`src/rtl/rx_iq_buffer.sv`:
```
// Purpose : FWFT FIFO buffering 4x24-bit RX I/Q sample sets between the decimator and the bus interface.
// Latency : a set pushed into an empty FIFO at edge E is visible on RX* after edge E+1; pop is edge-detected on IQ_RX_READ_CLK.
// Backpr. : none upstream; a push into a full FIFO is dropped and flagged (iq_overrun), a pop on empty is refused and flagged (iq_underrun).
//
// Ports:
//   clk_in, reset_n                      clock, asynchronous active-low reset
//   rx_iq_valid, RX{1,2}_{I,Q}_IN        push strobe and 24-bit signed sample set
//   IQ_RX_READ_REQ, IQ_RX_READ_CLK       bus read-request level and read strobe (rising edge pops)
//   flags_clear                          clears iq_overrun / iq_underrun
//   RX{1,2}_{I,Q}                        registered head-of-FIFO sample set (zeros when empty)
//   iq_empty, iq_full, iq_level          registered occupancy status
//   iq_overrun, iq_underrun              sticky error flags
module rx_iq_buffer #(
   parameter int DEPTH = 16
) (
   input  logic                      clk_in,
   input  logic                      reset_n,
   input  logic                      rx_iq_valid,
   input  logic signed [23:0]        RX1_I_IN,
   input  logic signed [23:0]        RX1_Q_IN,
   input  logic signed [23:0]        RX2_I_IN,
   input  logic signed [23:0]        RX2_Q_IN,
   input  logic                      IQ_RX_READ_REQ,
   input  logic                      IQ_RX_READ_CLK,
   input  logic                      flags_clear,
   output logic signed [23:0]        RX1_I,
   output logic signed [23:0]        RX1_Q,
   output logic signed [23:0]        RX2_I,
   output logic signed [23:0]        RX2_Q,
   output logic                      iq_empty,
   output logic                      iq_full,
   output logic [$clog2(DEPTH):0]    iq_level,
   output logic                      iq_overrun,
   output logic                      iq_underrun
);

   localparam int AW = $clog2(DEPTH);
   localparam int LW = AW + 1;
   localparam logic [LW-1:0] FULL_LVL = LW'(DEPTH);

   if ((DEPTH < 4) || (DEPTH > 64) || ((DEPTH & (DEPTH - 1)) != 0)) begin : g_bad_depth
      $error("rx_iq_buffer: DEPTH must be a power of two between 4 and 64");
   end

   logic [95:0]    mem [DEPTH];

   logic [AW-1:0]  wr_ptr_q, wr_ptr_d;
   logic [AW-1:0]  rd_ptr_q, rd_ptr_d;
   logic [LW-1:0]  level_q, level_d;
   logic           empty_q, full_q;
   logic           ovr_q, ovr_d;
   logic           und_q, und_d;
   logic [95:0]    head_q, head_d;
   logic           clk_d_q;
   // Low while in reset and for the first edge after release, so the edge at
   // which reset deasserts can never honour a push or pop.
   logic           arm_q;

   logic           pop_req;
   logic           pop_ok;
   logic           pop_fail;
   logic           push_ok;
   logic           push_drop;

   always_comb begin
      pop_req   = IQ_RX_READ_CLK & ~clk_d_q & IQ_RX_READ_REQ & arm_q;
      pop_ok    = pop_req && (level_q != '0);
      pop_fail  = pop_req && (level_q == '0);
      // A full FIFO still accepts a push when a pop frees a slot on the same edge.
      push_ok   = rx_iq_valid && arm_q && ((level_q != FULL_LVL) || pop_ok);
      push_drop = rx_iq_valid && arm_q && !push_ok;

      wr_ptr_d = wr_ptr_q;
      rd_ptr_d = rd_ptr_q;
      level_d  = level_q;
      if (push_ok) begin
         wr_ptr_d = wr_ptr_q + AW'(1);
      end
      if (pop_ok) begin
         rd_ptr_d = rd_ptr_q + AW'(1);
      end
      case ({push_ok, pop_ok})
         2'b10:   level_d = level_q + LW'(1);
         2'b01:   level_d = level_q - LW'(1);
         default: level_d = level_q;
      endcase

      // Set wins over a coincident clear.
      ovr_d = push_drop ? 1'b1 : (flags_clear ? 1'b0 : ovr_q);
      und_d = pop_fail  ? 1'b1 : (flags_clear ? 1'b0 : und_q);

      // Head register tracks the committed state one edge behind, which gives
      // the consumer a stable pre-pop value on the edge its strobe is seen.
      head_d = (level_q != '0) ? mem[rd_ptr_q] : '0;
   end

   always_ff @(posedge clk_in) begin
      if (push_ok) begin
         mem[wr_ptr_q] <= {RX1_I_IN, RX1_Q_IN, RX2_I_IN, RX2_Q_IN};
      end
   end

   always_ff @(posedge clk_in or negedge reset_n) begin
      if (!reset_n) begin
         wr_ptr_q <= '0;
         rd_ptr_q <= '0;
         level_q  <= '0;
         empty_q  <= 1'b1;
         full_q   <= 1'b0;
         ovr_q    <= 1'b0;
         und_q    <= 1'b0;
         head_q   <= '0;
         clk_d_q  <= 1'b0;
         arm_q    <= 1'b0;
      end else begin
         wr_ptr_q <= wr_ptr_d;
         rd_ptr_q <= rd_ptr_d;
         level_q  <= level_d;
         empty_q  <= (level_d == '0);
         full_q   <= (level_d == FULL_LVL);
         ovr_q    <= ovr_d;
         und_q    <= und_d;
         head_q   <= head_d;
         clk_d_q  <= IQ_RX_READ_CLK;
         arm_q    <= 1'b1;
      end
   end

   assign {RX1_I, RX1_Q, RX2_I, RX2_Q} = head_q;
   assign iq_empty    = empty_q;
   assign iq_full     = full_q;
   assign iq_level    = level_q;
   assign iq_overrun  = ovr_q;
   assign iq_underrun = und_q;

endmodule

```
`config.mk`:
```
export PLATFORM = sky130hd
export DESIGN_NAME = rx_iq_buffer
export DESIGN_NICKNAME = d
export VERILOG_FILES = /design/src/rtl/rx_iq_buffer.sv
export SDC_FILE = /design/constraint.sdc
export NUM_CORES = 2
export LEC_CHECK = 0
export ABC_AREA = 1
export CORE_MARGIN = 2
export CORE_UTILIZATION = 45
export DETAILED_ROUTE_END_ITERATION = 10
export PLACE_DENSITY = 0.7
export REMOVE_ABC_BUFFERS = 1
export SLEW_MARGIN = 5
export SYNTH_ARGS = -nofsm -noshare
export SYNTH_HDL_FRONTEND = slang
export SYNTH_SLANG_ARGS = --single-unit
```
`constraint.sdc`:
```
create_clock -name clk_in -period 6.2 [get_ports clk_in]
set_input_delay 0.62 -clock clk_in [delete_from_list [all_inputs] [get_ports clk_in]]
set_output_delay 0.62 -clock clk_in [all_outputs]
set_load 0.05 [all_outputs]
```
* Yosys cells after proc, flatten, opt, wreduce, memory -nomap -nowiden
Memories as Yosys holds them, arrays and structs flattened.
Cells that the tools add are included.
** Cells by class
- Reductions and logical operators :: 12
- Multiplexer cells :: 7
- Equality and inequality tests :: 4
- Add/sub/neg operators :: 4
- Bitwise logic cells :: 4
** Operator list (number)
- $mux 96 :: 1
- $logic_not 5->1 :: 2
- $pmux 5 s2 :: 1
- $add 4x1->4 const B :: 2
- $add 5x1->5 const B :: 1
- $eq 5x5->1 const B :: 1
- $logic_and 1x1->1 :: 5
- $mux 1 :: 5
- $ne 5x5->1 const B :: 1
- $reduce_bool 5->1 :: 1
- $sub 5x1->5 const B :: 1
- $reduce_bool 2->1 :: 2
- $and 1x1->1 :: 3
- $eq 2x1->1 const B :: 1
- $eq 2x2->1 const B :: 1
- $logic_not 1->1 :: 1
- $logic_or 1x1->1 :: 1
- $not 1->1 :: 1
** Word-level totals
- Output and inout bits :: 105
- Bits of input ports :: 102
- Logic and storage cells :: 42
- Memories kept :: 1
- Bits in writable memories :: 1536
- Register bits :: 115
** Memory list
- mem :: depth 16, width 96, read ports 1, clocked after memory_dff 0, write ports 1, RTL line 45 : logic [95:0] mem [DEPTH];

* Depth between registers and ports, before layout
- Depth in word-level cells :: 10
- Gate-level depth with buffers :: 15
- Depth with buffers taken out :: 15

* Worst setup path after synthesis
OpenSTA, ideal clock, no wires.
- Kind :: flip-flop to flip-flop
- Start :: reg level_q[1], in the netlist iq_level[1]
- End :: mem mem[11][0] (enable)
- Arrival :: 5.569 ns
- Required time :: 5.649 ns
- Path buffers :: 0
- Stages on the path, launching flop included :: 9
- Setup slack :: 0.080 ns
- Setup time :: 0.551 ns
- Path through :: dfrtp_1 nor2_1 nand3_1 nand2_1 nand2_1 nand2_1 nor2_1 inv_1 nor2_1
** Between the ends
- Word-level cells in the longest chain between the ends :: 6
** RTL lines
- from (decl) :: RTL line 49 : logic [LW-1:0] level_q, level_d;
- from (signal assigned) :: RTL line 118 : level_q <= level_d;
- $reduce_bool 5->1 :: RTL line 67 : pop_ok = pop_req && (level_q != '0);
- $logic_and 1x1->1 :: RTL line 67
- $logic_or 1x1->1 (*) :: RTL line 70 : push_ok = rx_iq_valid && arm_q && ((level_q != FULL_LVL) || pop_ok);
- $logic_and 1x1->1 (*) :: RTL line 70
- $mux 1 (*) :: RTL line 98 : if (push_ok) begin
- $mux 1 (not written as such) (*) :: RTL line 99 : mem[wr_ptr_q] <= {RX1_I_IN, RX1_Q_IN, RX2_I_IN, RX2_Q_IN};
- to (decl) :: RTL line 45
Every way passes the cells marked *; elsewhere a longest branch is shown, timed or not.

* Final worst setup path
- Start :: reg level_q[0], in the netlist iq_level[0]
- End :: mem mem[14][24] (enable)
The elaborated chain is that of the path after synthesis.

==> impl_metrics.csv <==
group,metric,value,unit
outcome,status,"completed",
setup_path,crit_path_max_fanout,30,
logic_synthesis,synth_mux_area_frac,0,
setup_path,start_kind,"flip-flop",
die,core.rowCount,137,
sta,layout_setup_ws,2.49,ns
clock_network,cts_root_buf,"clkbuf_16",
run,maxCapViolations,0,
logic_synthesis,synth_top_family_by_area,"compound AO/OA/AOI/OAI gates",
drt,ant_nets,0,
clock_network,htreeDepth,4,
sta,relSlewSlack,0.159,
sta,holdWs,0.328,ns
setup_path,crit_required,6.64,ns
clock_network,cts_tree,"built",
power,switchingPower,12.5,mW
die,start_util,0.453,
die,die_area,0.143,sq mm
setup_path,cp_slowest_cell,"nor2_4",
setup_path,cp-end-kind,"flip-flop",
grt,busiest_layer,"met2",
logic_synthesis,synth_seq_area_share,0.777,
sta,fin_crit,3.71,ns
logic_synthesis,synthTopCellsByArea,"edfxtp_1 (73%), o21ai_0 (5.8%), nor2_1 (5.6%)",
logic_synthesis,synth_xor_area_frac,0.000972,
power,power.total,34.1,mW
grt,track_usage,0.217,
logic_synthesis,synthAdderAreaFrac,0.00190,
grt,grt_max_degree,205,
grt,antenna_found_initial,14,
grt,grt_overflow,0,
drt,firstDrtPassIters,5,
grt,use_met3,0.0387,
placed_design,numPortBuffers,206,
logic_synthesis,yosys.area_share.simple,0.0661,
finish,final_common_cell,"edfxtp_1",
power,p_int,21.6,mW
sta,rsz0062_at_grt,"false",
finish,nets,4687,
hold_path,hold_path_class,"in -> reg",
logic_synthesis,ys.warnings.count,0,
drt,viasPerCell,5.82,
sta,worst_pin_slew,1.26,ns
placed_design,gp_routability_congestion,0.791,
power,clkPwrFrac,0.280,
logic_synthesis,ys_ff_latch,1651,
drt,drt_iter0_drc,4433,
sta,maxSlewViolCount,0,
logic_synthesis,ys_types,27,
clock_network,clk_latency,0.79,ns
sta,hold_viol_final,0,
drt,via_count,38365,
clock_network,path_clk_slew,0.06,ns
logic_synthesis,synth_compound_area_frac,0.128,
finish,area_growth,14.3,%
clock_network,cts_buffers,164,
finish,post-route-util,0.518,
grt,grt_pass1_wl,234000,microns
drt,totalWireLength,156000,microns
setup_path,crit_family,"simple AND/OR/NAND/NOR gates",
placed_design,dp_cells,6285,
drt,wl_per_cell,23.7,microns
logic_synthesis,synth.top_cell.area_share,0.731,
setup_path,arrival,4.15,ns
setup_path,cp_cell_sequence,"nor2_1 > nand3_1 > nand2_1 > nand2_1 > nand2_1 > inv_1 > nand2_1 > nor2_4 > buf_4",
sta,setup_viol,0,
power,seq_power_share,0.399,
sta,finalCritPeriodShare,0.598,
logic_synthesis,avgSynthCellArea,14.1,sq um
finish,drive_gt1_frac,0.0696,
power,power_leakage,22.8,nW
setup_path,path_buf_inv,2,
logic_synthesis,yosysTopAreaCell,"edfxtp_1",
die,die_h,378,microns
sta,fmax,0.270,GHz
grt,use_met1,0.302,
setup_path,cpPeakStageDelay,1.01,ns
finish,layout_common_cells,"edfxtp_1 (1,536), nor2_1 (926), o21ai_0 (728), o211ai_1 (232), clkdlybuf4s50_1 (205)",
grt,gr-usage-met2,0.347,
die,fp.dieW,378,microns
power,peakVddDrop,0.463,mV
clock_network,cts_buffer_depth,3,
placed_design,placed_area,0.0669,sq mm
die,core_area,0.139,sq mm
sta,fin_setup_tns,0,ns
finish,fin_area,0.0721,sq mm
grt,grt_pass1_vias,37358,
die,num_io_pins,207,
placed_design,dpl.hpwl,81600,microns
drt,drc_errors,0,
finish,finalNonFillerCells,6593,
setup_path,crit_top_cell,"nand2_1",
power,pwr_density_cell,473,mW/mm^2
clock_network,cts.repair.resized,0,
placed_design,place_worst_setup_slack,1.86,ns
clock_network,cts_sinks,1651,
logic_synthesis,synth_cells,4462,
power,switching_share,0.366,
setup_path,path_class,"reg -> reg",
sta,fin_worst_skew,0.0202,ns
power,power_frac_comb,0.322,
logic_synthesis,netlist_area,0.0631,sq mm
==> cells by family (layout without fill, tap and decap cells) <==
kind of cell,Yosys count,in the layout
xor+xnor,7,7
flops,1651,1651
buf+inv,351,603
simple gates,1077,1077
compound gates,1366,1366
fa+ha+maj,9,9
other cells,1,4
==> routing by layer <==
layer,vias up,part of all wire,wire (microns)
met1,19290,0.42,65400
met5,-,0.00041,64
met4,12,0.023,3640
met2,1655,0.48,75200
li1,17142,-,-
met3,266,0.076,11800
==> cell usage after synthesis, drive strengths merged <==
library cell,number
nor2,942
inv,20
o21bai,1
clkbuf,186
a21oi,98
o22ai,85
o21ai,798
ha,8
nand3,101
fa,1
dfrtp,114
o211ai,232
dfstp,1
xor2,7
clkinv,1
nand4,1
conb,1
nand2,33
buf,144
o221ai,152
edfxtp,1536
==> flip-flops by register name (all words and copies together), names as in the netlist <==
signal	flops
arm_q	1
clk_d_q	1
head_q	96
iq_empty	1
iq_full	1
iq_level	5
iq_overrun	1
iq_underrun	1
mem	1536
rd_ptr_q	4
wr_ptr_q	4
==> power by group through the flow <==
| stage | logic (mW) | clock network (mW) | registers [mW] |
|---|---|---|---|
| floorplan | 4.68 | 0 | 15.4 |
| global placement | 10.7 | 0 | 13.8 |
| detailed placement | 10.9 | 0 | 13.8 |
| CTS | 11.0 | 9.67 | 13.6 |
| global route | 11.9 | 10.1 | 13.7 |
| finish | 11.0 | 9.55 | 13.6 |
==> worst paths after layout <==
kind	startpoint	endpoint	slack, ns	depth (start not counted)
max	iq_level[0]	mem[14][24]	2.49	9
min	IQ_RX_READ_CLK	clk_d_q	0.33	1
max reg2reg	iq_level[0]	mem[14][24]	2.49	9
min reg2reg	iq_underrun	iq_underrun	0.53	2
max in group asynchronous	reset_n	rd_ptr_q[2]	4.43	3
min in group asynchronous	reset_n	head_q[3]	0.49	2
==> layout make-up <==
| cell class | instances | area [sq um] |
|---|---|---|
| Fill cell | 11221 | 67200 |
| Tap cell | 1876 | 2350 |
| Inverter | 21 | 111 |
| Clock inverter | 73 | 606 |
| Antenna cell | 3 | 7.51 |
| Sequential cell | 1651 | 49000 |
| Clock buffer | 231 | 4570 |
| Multi-Input combinational cell | 2460 | 12600 |
| Timing Repair Buffer | 278 | 2890 |
==> timing repair <==
action,in CTS,in global routing
hold buffers,1,0
setup endpoints to repair,0,0
hold endpoints to repair,67,0
buffers inserted,0,0
Power figures use the tool's default switching activity.
